## config.mk

```make
export PLATFORM = sky130hd
export DESIGN_NAME = ar_stack_flat
export DESIGN_NICKNAME = d
export VERILOG_FILES = /design/src/rtl/ar_stack_if.sv /design/src/rtl/ar_stack.sv /design/src/flat_wrapper.sv
export SDC_FILE = /design/constraint.sdc
export NUM_CORES = 1
export LEC_CHECK = 0
export BUFFER_PORTS_ARGS = -buffer_cell sky130_fd_sc_hd__buf_2
export CAP_MARGIN = 20
export CORE_MARGIN = 3
export CORE_UTILIZATION = 35
export CTS_BUF_LIST = sky130_fd_sc_hd__clkbuf_8
export CTS_CLUSTER_DIAMETER = 150
export DETAILED_ROUTE_END_ITERATION = 6
export GPL_ROUTABILITY_DRIVEN = 0
export PLACE_DENSITY_LB_ADDON = 0.1
export SLEW_MARGIN = 10
export SYNTH_ARGS = -nofsm -noshare
export SYNTH_HDL_FRONTEND = slang
export SYNTH_SLANG_ARGS = --single-unit
```

## constraint.sdc

```tcl
create_clock -name clk_sys -period 3.35 [get_ports clk_sys]
set_clock_uncertainty 0.15 [all_clocks]
set_input_delay 0.1675 -clock clk_sys [delete_from_list [all_inputs] [get_ports clk_sys]]
set_output_delay 0.1675 -clock clk_sys [all_outputs]
set_load 0.01 [all_outputs]
```

## src/rtl/ar_stack_if.sv

```systemverilog
// ---------------------------------------------------------------------------
// ar_stack_if
//   Bundles the W-bus side and the status side of the address register stack.
//   master : the datapath controller driving commands and load data.
//   slave  : the ar_stack block itself.
//
//   w      W bus load data
//   l_     active-low load of AR from w
//   p1     AR += P_STEP
//   m4_    active-low, AR -= M_STEP
//   push   save current AR on the LIFO
//   pop    restore AR from the LIFO top
//   ar     current AR value
//   carry  last increment wrapped past all-ones
//   borrow last decrement wrapped below zero
//   full   LIFO holds DEPTH entries
//   empty  LIFO holds no entries
//   err    sticky LIFO overflow/underflow
// ---------------------------------------------------------------------------
interface ar_stack_if #(
  parameter int WIDTH = 16
);
  logic [WIDTH-1:0] w;
  logic             l_;
  logic             p1;
  logic             m4_;
  logic             push;
  logic             pop;
  logic [WIDTH-1:0] ar;
  logic             carry;
  logic             borrow;
  logic             full;
  logic             empty;
  logic             err;

  modport master (
    output w, l_, p1, m4_, push, pop,
    input  ar, carry, borrow, full, empty, err
  );

  modport slave (
    input  w, l_, p1, m4_, push, pop,
    output ar, carry, borrow, full, empty, err
  );
endinterface

```

## src/rtl/ar_stack.sv

```systemverilog
// ---------------------------------------------------------------------------
// ar_stack
//   CPU address register with W-bus load, +P_STEP / -M_STEP stepping,
//   wrap-around carry/borrow flags and a DEPTH-entry LIFO of saved AR values
//   for nested block transfers and interrupt save/restore.
//
//   clk_sys  system clock, all state changes on its rising edge
//   clr_     asynchronous active-low reset
//   bus      ar_stack_if slave modport (commands in, AR and status out)
// ---------------------------------------------------------------------------
module ar_stack #(
  parameter int WIDTH  = 16,
  parameter int P_STEP = 1,
  parameter int M_STEP = 4,
  parameter int DEPTH  = 4
) (
  input  logic        clk_sys,
  input  logic        clr_,
  ar_stack_if.slave   bus
);

  localparam int AW = $clog2(DEPTH);
  localparam int PW = AW + 1;
  localparam logic [WIDTH+1:0] P_EXT = (WIDTH+2)'(P_STEP);
  localparam logic [WIDTH+1:0] M_EXT = (WIDTH+2)'(M_STEP);

  logic [WIDTH-1:0] ar_q, ar_d;
  logic             carry_q, carry_d;
  logic             borrow_q, borrow_d;
  logic             err_q, err_d;
  logic [PW-1:0]    ptr_q, ptr_d;
  logic [WIDTH-1:0] mem_q [DEPTH];

  logic             full, empty;
  logic             valid_pop, exch, push_only;
  logic             wr_en;
  logic [AW-1:0]    top_idx, wr_idx;
  logic [WIDTH-1:0] top_val;
  logic [WIDTH+1:0] sum_ext;

  assign full  = (ptr_q == PW'(DEPTH));
  assign empty = (ptr_q == '0);

  assign valid_pop = bus.pop && !empty;
  // push together with a valid pop swaps AR with the top entry in place
  assign exch      = bus.push && valid_pop;
  // a push with an empty-pop still writes, since empty can never be full
  assign push_only = bus.push && !valid_pop && !full;
  assign wr_en     = exch || push_only;

  assign top_idx = AW'(ptr_q - PW'(1));
  assign wr_idx  = exch ? top_idx : ptr_q[AW-1:0];
  assign top_val = mem_q[top_idx];

  // Two guard bits: bit WIDTH+1 marks a negative true result (borrow),
  // bit WIDTH alone marks a result above all-ones (carry).
  assign sum_ext = {2'b00, ar_q}
                 + (bus.p1   ? P_EXT : '0)
                 - (!bus.m4_ ? M_EXT : '0);

  always_comb begin
    ar_d     = ar_q;
    carry_d  = carry_q;
    borrow_d = borrow_q;
    if (!bus.l_) begin
      ar_d     = bus.w;
      carry_d  = 1'b0;
      borrow_d = 1'b0;
    end else if (valid_pop) begin
      ar_d     = top_val;
      carry_d  = 1'b0;
      borrow_d = 1'b0;
    end else if (bus.p1 || !bus.m4_) begin
      ar_d     = sum_ext[WIDTH-1:0];
      carry_d  = sum_ext[WIDTH] && !sum_ext[WIDTH+1];
      borrow_d = sum_ext[WIDTH+1];
    end
  end

  always_comb begin
    ptr_d = ptr_q;
    if (push_only)
      ptr_d = ptr_q + PW'(1);
    else if (valid_pop && !bus.push)
      ptr_d = ptr_q - PW'(1);
  end

  assign err_d = err_q
              || (bus.push && !valid_pop && full)
              || (bus.pop && empty);

  always_ff @(posedge clk_sys or negedge clr_) begin
    if (!clr_) begin
      ar_q     <= '0;
      carry_q  <= 1'b0;
      borrow_q <= 1'b0;
      err_q    <= 1'b0;
      ptr_q    <= '0;
    end else begin
      ar_q     <= ar_d;
      carry_q  <= carry_d;
      borrow_q <= borrow_d;
      err_q    <= err_d;
      ptr_q    <= ptr_d;
    end
  end

  // LIFO storage carries no reset; contents are meaningless until pushed.
  always_ff @(posedge clk_sys) begin
    if (wr_en)
      mem_q[wr_idx] <= ar_q;
  end

  assign bus.ar     = ar_q;
  assign bus.carry  = carry_q;
  assign bus.borrow = borrow_q;
  assign bus.full   = full;
  assign bus.empty  = empty;
  assign bus.err    = err_q;

endmodule

```

## src/flat_wrapper.sv

```systemverilog
// flat-port wrapper written by rule: the top's interface ports become plain ports
module ar_stack_flat 
#(
  parameter int WIDTH  = 16,
  parameter int P_STEP = 1,
  parameter int M_STEP = 4,
  parameter int DEPTH  = 4
)
  (clk_sys, clr_, bus_w, bus_l_, bus_p1, bus_m4_, bus_push, bus_pop, bus_ar, bus_carry, bus_borrow, bus_full, bus_empty, bus_err);
  ar_stack_if #(.WIDTH(WIDTH)) bus_i ();
  input  logic clk_sys;
  input  logic clr_;
  input wire logic [$bits(bus_i.w)-1:0] bus_w;
  input wire logic [$bits(bus_i.l_)-1:0] bus_l_;
  input wire logic [$bits(bus_i.p1)-1:0] bus_p1;
  input wire logic [$bits(bus_i.m4_)-1:0] bus_m4_;
  input wire logic [$bits(bus_i.push)-1:0] bus_push;
  input wire logic [$bits(bus_i.pop)-1:0] bus_pop;
  output wire logic [$bits(bus_i.ar)-1:0] bus_ar;
  output wire logic [$bits(bus_i.carry)-1:0] bus_carry;
  output wire logic [$bits(bus_i.borrow)-1:0] bus_borrow;
  output wire logic [$bits(bus_i.full)-1:0] bus_full;
  output wire logic [$bits(bus_i.empty)-1:0] bus_empty;
  output wire logic [$bits(bus_i.err)-1:0] bus_err;
  assign bus_i.w = bus_w;
  assign bus_i.l_ = bus_l_;
  assign bus_i.p1 = bus_p1;
  assign bus_i.m4_ = bus_m4_;
  assign bus_i.push = bus_push;
  assign bus_i.pop = bus_pop;
  assign bus_ar = bus_i.ar;
  assign bus_carry = bus_i.carry;
  assign bus_borrow = bus_i.borrow;
  assign bus_full = bus_i.full;
  assign bus_empty = bus_i.empty;
  assign bus_err = bus_i.err;
  ar_stack #(.WIDTH(WIDTH), .P_STEP(P_STEP), .M_STEP(M_STEP), .DEPTH(DEPTH)) u_core (.clk_sys(clk_sys), .clr_(clr_), .bus(bus_i));
endmodule
```

After elaboration in Yosys (flattened, before gate mapping)

Memories as Yosys holds them, arrays and structs flattened.
Cells that the tools add are included.

Register bits after elaboration: 22
Memories kept: 1
RAM bits: 64
Output and inout port bits: 21
Word-level logic and storage cells: 48
Bits of input ports: 23

Memory list:

| memory       | depth | bits a word | read ports | clocked after memory_dff | wr ports | line           | text |
|---|---|---|---|---|---|---|---|
| u_core.mem_q | 4     | 16          | 1          | 0                        | 1        | ar_stack.sv:32 | `logic [WIDTH-1:0] mem_q [DEPTH];` |

Equality and inequality tests: 2
Muxes and demuxes: 16
Add/subtract/negate cells: 4
Reduce and logical (&&, ||, !) cells: 20

Operators with widths:

| kind                  | number |
|---|---|
| $mux W16              | 3 |
| $add A16 B18 Y18      | 1 |
| $sub A18 B18 Y18      | 1 |
| $mux W1               | 9 |
| $mux W3               | 3 |
| $logic_and A1 B1 Y1   | 8 |
| $logic_not A1 Y1      | 6 |
| $logic_or A1 B1 Y1    | 4 |
| $add A3 B1 Y3 const B | 1 |
| $eq A3 B3 Y1 const B  | 1 |
| $logic_not A3 Y1      | 1 |
| $ne A3 B1 Y1 const B  | 1 |
| $sub A3 B1 Y3 const B | 1 |
| $mux W2               | 1 |
| $reduce_bool A2 Y1    | 1 |

Longest topological paths before layout

Word-level depth: 9
Depth in mapped cells: 13

Worst setup path before layout

Ideal clock, no wire load.

Path type: register -> register
Start: register u_core.ptr_q[0]
End: memory u_core.mem_q[1][0] (enable)
Arrival: 3.090 ns
Path buffers: 4
Stages on the path, launching flop included: 12
Slack: -0.304 ns
Period minus slack after synthesis: 3.654 ns
Data required time: 2.786 ns
Cells stage by stage: dfrtp_1 buf_2 buf_2 inv_1 ha_1 nand2b_4 inv_1 nor2_1 buf_2 buf_2 nand3_1 a21boi_0

Cells in the longest elaborated chain, start to end: 9
Elaborated cells between the ends (all ways): 14
Classes of those cells: 1 x add/sub; 1 x eq/ne; 3 x mux; 9 x reduce/logical

RTL lines:

| item                              | line               | text |
|---|---|---|
| start: declaration                | ar_stack.sv:31     | `logic [PW-1:0] ptr_q, ptr_d;` |
| start signal: assignment          | ar_stack.sv:104    | `ptr_q <= ptr_d;` |
| $logic_not A3 Y1 *                | ar_stack.sv:42     | `assign empty = (ptr_q == '0);` |
| named net bus_empty               | flat_wrapper.sv:23 | `output wire logic [$bits(bus_i.empty)-1:0] bus_empty;` |
| $logic_not A1 Y1 *                | ar_stack.sv:44     | `assign valid_pop = bus.pop && !empty;` |
| $logic_and A1 B1 Y1 *             | ar_stack.sv:44     |  |
| $logic_not A1 Y1                  | ar_stack.sv:48     | `assign push_only = bus.push && !valid_pop && !full;` |
| $logic_and A1 B1 Y1 (2 in series) | ar_stack.sv:48     |  |
| $logic_or A1 B1 Y1                | ar_stack.sv:49     | `assign wr_en = exch \|\| push_only;` |
| $mux W1                           | ar_stack.sv:110    | `if (wr_en)` |
| $mux W1 (implied by the code)     | ar_stack.sv:111    | `mem_q[wr_idx] <= ar_q;` |
| end: declaration                  | ar_stack.sv:32     |  |

The timed path passes the listed nets; every way through them passes the cells marked *.

Worst setup path after layout

Start: register u_core.ar_q[2], in the netlist u_core.bus.ar[2]
End: register u_core.ar_q[14], in the netlist u_core.bus.ar[14]

Cells in the longest elaborated chain, start to end: 5

RTL lines:

| item                     | line            | text |
|---|---|---|
| start: declaration       | ar_stack.sv:27  | `logic [WIDTH-1:0] ar_q, ar_d;` |
| start signal: assignment | ar_stack.sv:100 | `ar_q <= ar_d;` |
| $add A16 B18 Y18         | ar_stack.sv:58  | `+ (bus.p1 ? P_EXT : '0)` |
| $sub A18 B18 Y18         | ar_stack.sv:59  | `- (!bus.m4_ ? M_EXT : '0);` |
| $mux W16                 | ar_stack.sv:73  | `end else if (bus.p1 \|\| !bus.m4_) begin` |
| $mux W16                 | ar_stack.sv:69  | `end else if (valid_pop) begin` |
| $mux W16                 | ar_stack.sv:65  | `if (!bus.l_) begin` |

No other way between the ends. The select of a mux whose other input is x is not followed.
A chain may end at the register's enable or synchronous reset.

==> impl_metrics.tcl <==
set metrics [dict create \
    status "completed" \
    crit_arrival_ns 2.83 \
    fin_area_mm2 0.00540 \
    n_fill_cell 1175 \
    cts.path.max_buffers 2 \
    cts_root_buf "clkbuf_8" \
    synthArstFlopShare_pct 25.6 \
    die_x_um 120 \
    cts_made_buffers 9 \
    min_period_ns 2.73 \
    syn_area_per_cell_um2 12.6 \
    synth_fp_nets 408 \
    vias 3148 \
    drt_iter0_markers 209 \
    layout-drive-gt1-share_pct 23.4 \
    synth-seq-cells 86 \
    yosys_warnings 0 \
    grt_max_degree 25 \
    insertion_delay_ns 0.37 \
    multiInputGateArea_mm2 0.00190 \
    power_density_mw_per_mm2 1060 \
    post_cts_resized 0 \
    die_y_um 120 \
    place_hpwl_mm 7.88 \
    hold_violations 0 \
    synth_cell_types 61 \
    clkTransAtPathRegs_ns 0.08 \
    cp_max_fo 7 \
    worstSetupEndpointType "register" \
    final-setup-viol-count 0 \
    fp-row-count 40 \
    fmax_mhz 367 \
    placed_area_mm2 0.00499 \
    regArea_mm2 0.00247 \
    h-tree-depth 3 \
    fin_setup_tns_ns 0 \
    ant_nets 0 \
    dieArea_mm2 0.0143 \
    grt_pass1_vias 3188 \
    synthesis.area_mm2 0.00453 \
    max-cap-violations 0 \
    grtUsageTotal_pct 17.2 \
    area_delta_synth_final_pct 19.1 \
    synth_seq_area_share_pct 54.6 \
    relSlewSlack_pct 57.1 \
    n_antenna_cell 0 \
    drv_slew 0 \
    wl_mm 11.5 \
    core_area_mm2 0.0123 \
    synth_ff_type "edfxtp_1" \
    antenna_found_initial 0 \
    worst_ep_required_time_ns 3.45 \
    vdd_drop_max_uv 501 \
    grt_pass1_wl_mm 18.4 \
    worst-setup-path-type "reg2reg" \
    io_buffers 43 \
    grt.overflow.total 0 \
    initial_utilization_pct 36.8 \
    io_pins 44 \
    holdCritPathClass "in2reg" \
    tritoncts "built" \
    hold_ws_ns 0.0187 \
    drc_errors 0 \
    final_nets 473 \
    rsz0062_at_grt "false" \
    viasPerCell 5.26 \
    firstDrtPassIters 4 \
    synth_edf_count 64 \
    finalCritPeriodShare_pct 81.4 \
    p_leak_nw 2.12 \
    netlist_instances 361 \
    worst_pin_slew_ns 0.643 \
    wire_per_inst_um 19.2 \
    clock-sinks 86 \
    crit_path_start_kind "register" \
]
==> timing repair <==
item / in CTS / in global routing
buffers inserted: 0 / 0
hold buffers: 17 / 0
hold endpoints to repair: 38 / 0
==> cell usage in the layout, fill, tap and decap left out, types with 3 or more instances in the layout <==
cell type      synthesis  layout
a211o_1                3       3
a21o_1                 5       5
a21oi_1               12      12
a31oi_1                9       9
and2_1                 3       3
and3_1                 3       3
buf_2                  5      43
buf_4                  1       9
bufinv_16              0       3
clkbuf_8               0       9
dfrtp_1               22      22
dlygate4sd3_1          0      17
edfxtp_1              64      64
ha_1                  24      24
inv_1                 23      26
mux4_2                16      16
nand2_1               34      34
nand3_1                7       7
nor2_1                15      14
nor3_1                 3       3
nor4_1                 3       3
o211ai_1               5       5
o21a_1                 3       3
o21ai_0               23      23
o22ai_1                6       6
o311ai_0               4       4
or3_1                  3       3
xnor2_1                8       8
xor2_1                 4       4
==> per-stage QoR <==
step / utilization, % / total power, W / std cells / setup WS [ns]
after floorplan: - / 0.00404 / 361 / 0.118
after global placement: 40.6 / 0.00487 / 566 / 0.695
after detailed placement: 40.6 / 0.00490 / 566 / 0.649
after CTS: 43.8 / 0.00579 / 599 / 0.629
after global routing: 43.8 / 0.00620 / 599 / 0.388
final: 43.8 / 0.00574 / 599 / 0.624
==> worst paths after layout <==
check                               endpoint             start  depth (start not counted)  slack, ns
setup / recovery           u_core.bus.ar[14]  u_core.bus.ar[2]                          8       0.62
hold / removal             u_core.bus.ar[11]         bus_w[11]                          3       0.02
setup reg to reg           u_core.bus.ar[14]  u_core.bus.ar[2]                          8       0.62
hold reg to reg               u_core.bus.err    u_core.bus.err                          1       0.31
max in group asynchronous    u_core.ptr_q[0]              clr_                          2       2.43
min in group asynchronous  u_core.bus.ar[14]              clr_                          2       0.19
==> metal layers <==
metal,wire length (um),vias up,GRT usage (%),part of all wire (%)
met5,0,-,0,0
met4,194,0,6.44,1.7
met3,545,12,3.20,4.7
met2,5060,60,24.9,44
met1,5700,1564,25.5,50
li1,-,1512,-,-
==> flip-flops by register name, indices dropped and copies added (netlist names) <==
register,count
u_core.bus.ar,16
u_core.bus.borrow,1
u_core.bus.carry,1
u_core.bus.err,1
u_core.mem_q,64
u_core.ptr_q,3
==> cell type report <==
cell class | count | share of cell area, %
clock buffers | 9 | 2.30
inverters | 23 | 1.60
flip-flops and latches | 86 | 45.8
repair buffers | 71 | 9.14
well taps | 168 | 3.90
multi-input cells | 235 | 35.3
clock inverters | 7 | 1.97
==> synth_stat cells, types with 8 or more instances <==
cell type  instances  share of area [%]
edfxtp_1          64                 42
nand2_1           34                2.8
ha_1              24                6.6
inv_1             23                1.9
o21ai_0           23                2.5
dfrtp_1           22                 12
mux4_2            16                8.0
nor2_1            15                1.2
a21oi_1           12                1.3
a31oi_1            9                1.2
clkbuf_1           9               0.75
xnor2_1            8                1.5
==> critical path, stage by stage, from the launching register on <==
cell and delay, ns:
dfrtp_1 0.45, ha_1 0.36, ha_1 0.33, nor2_1 0.06
o31ai_1 0.40, a21boi_0 0.25, a211oi_2 0.33, xor2_1 0.19
o21ai_0 0.10
==> kinds of logic (layout without fill, tap and decap cells) <==
family | after synthesis | in the layout | synth area share [%]
flops | 86 | 86 | 54.6
compound gates | 97 | 97 | 15.4
xor+xnor | 12 | 12 | 2.32
mux | 18 | 18 | 8.39
fa+ha+maj | 24 | 24 | 6.63
simple gates | 84 | 84 | 9.06
buf+inv | 40 | 110 | 3.70
==> power breakdown <==
part	switching (W)	internal [W]	leakage [nW]	total, W
Clock	0.000369	0.000486	0.127	0.000855
Combinational	0.00168	0.00132	1.15	0.00299
Sequential	0.000269	0.00162	0.839	0.00189
Total	0.00232	0.00342	2.12	0.00574
No activity file was read; power rests on OpenSTA's default activity.
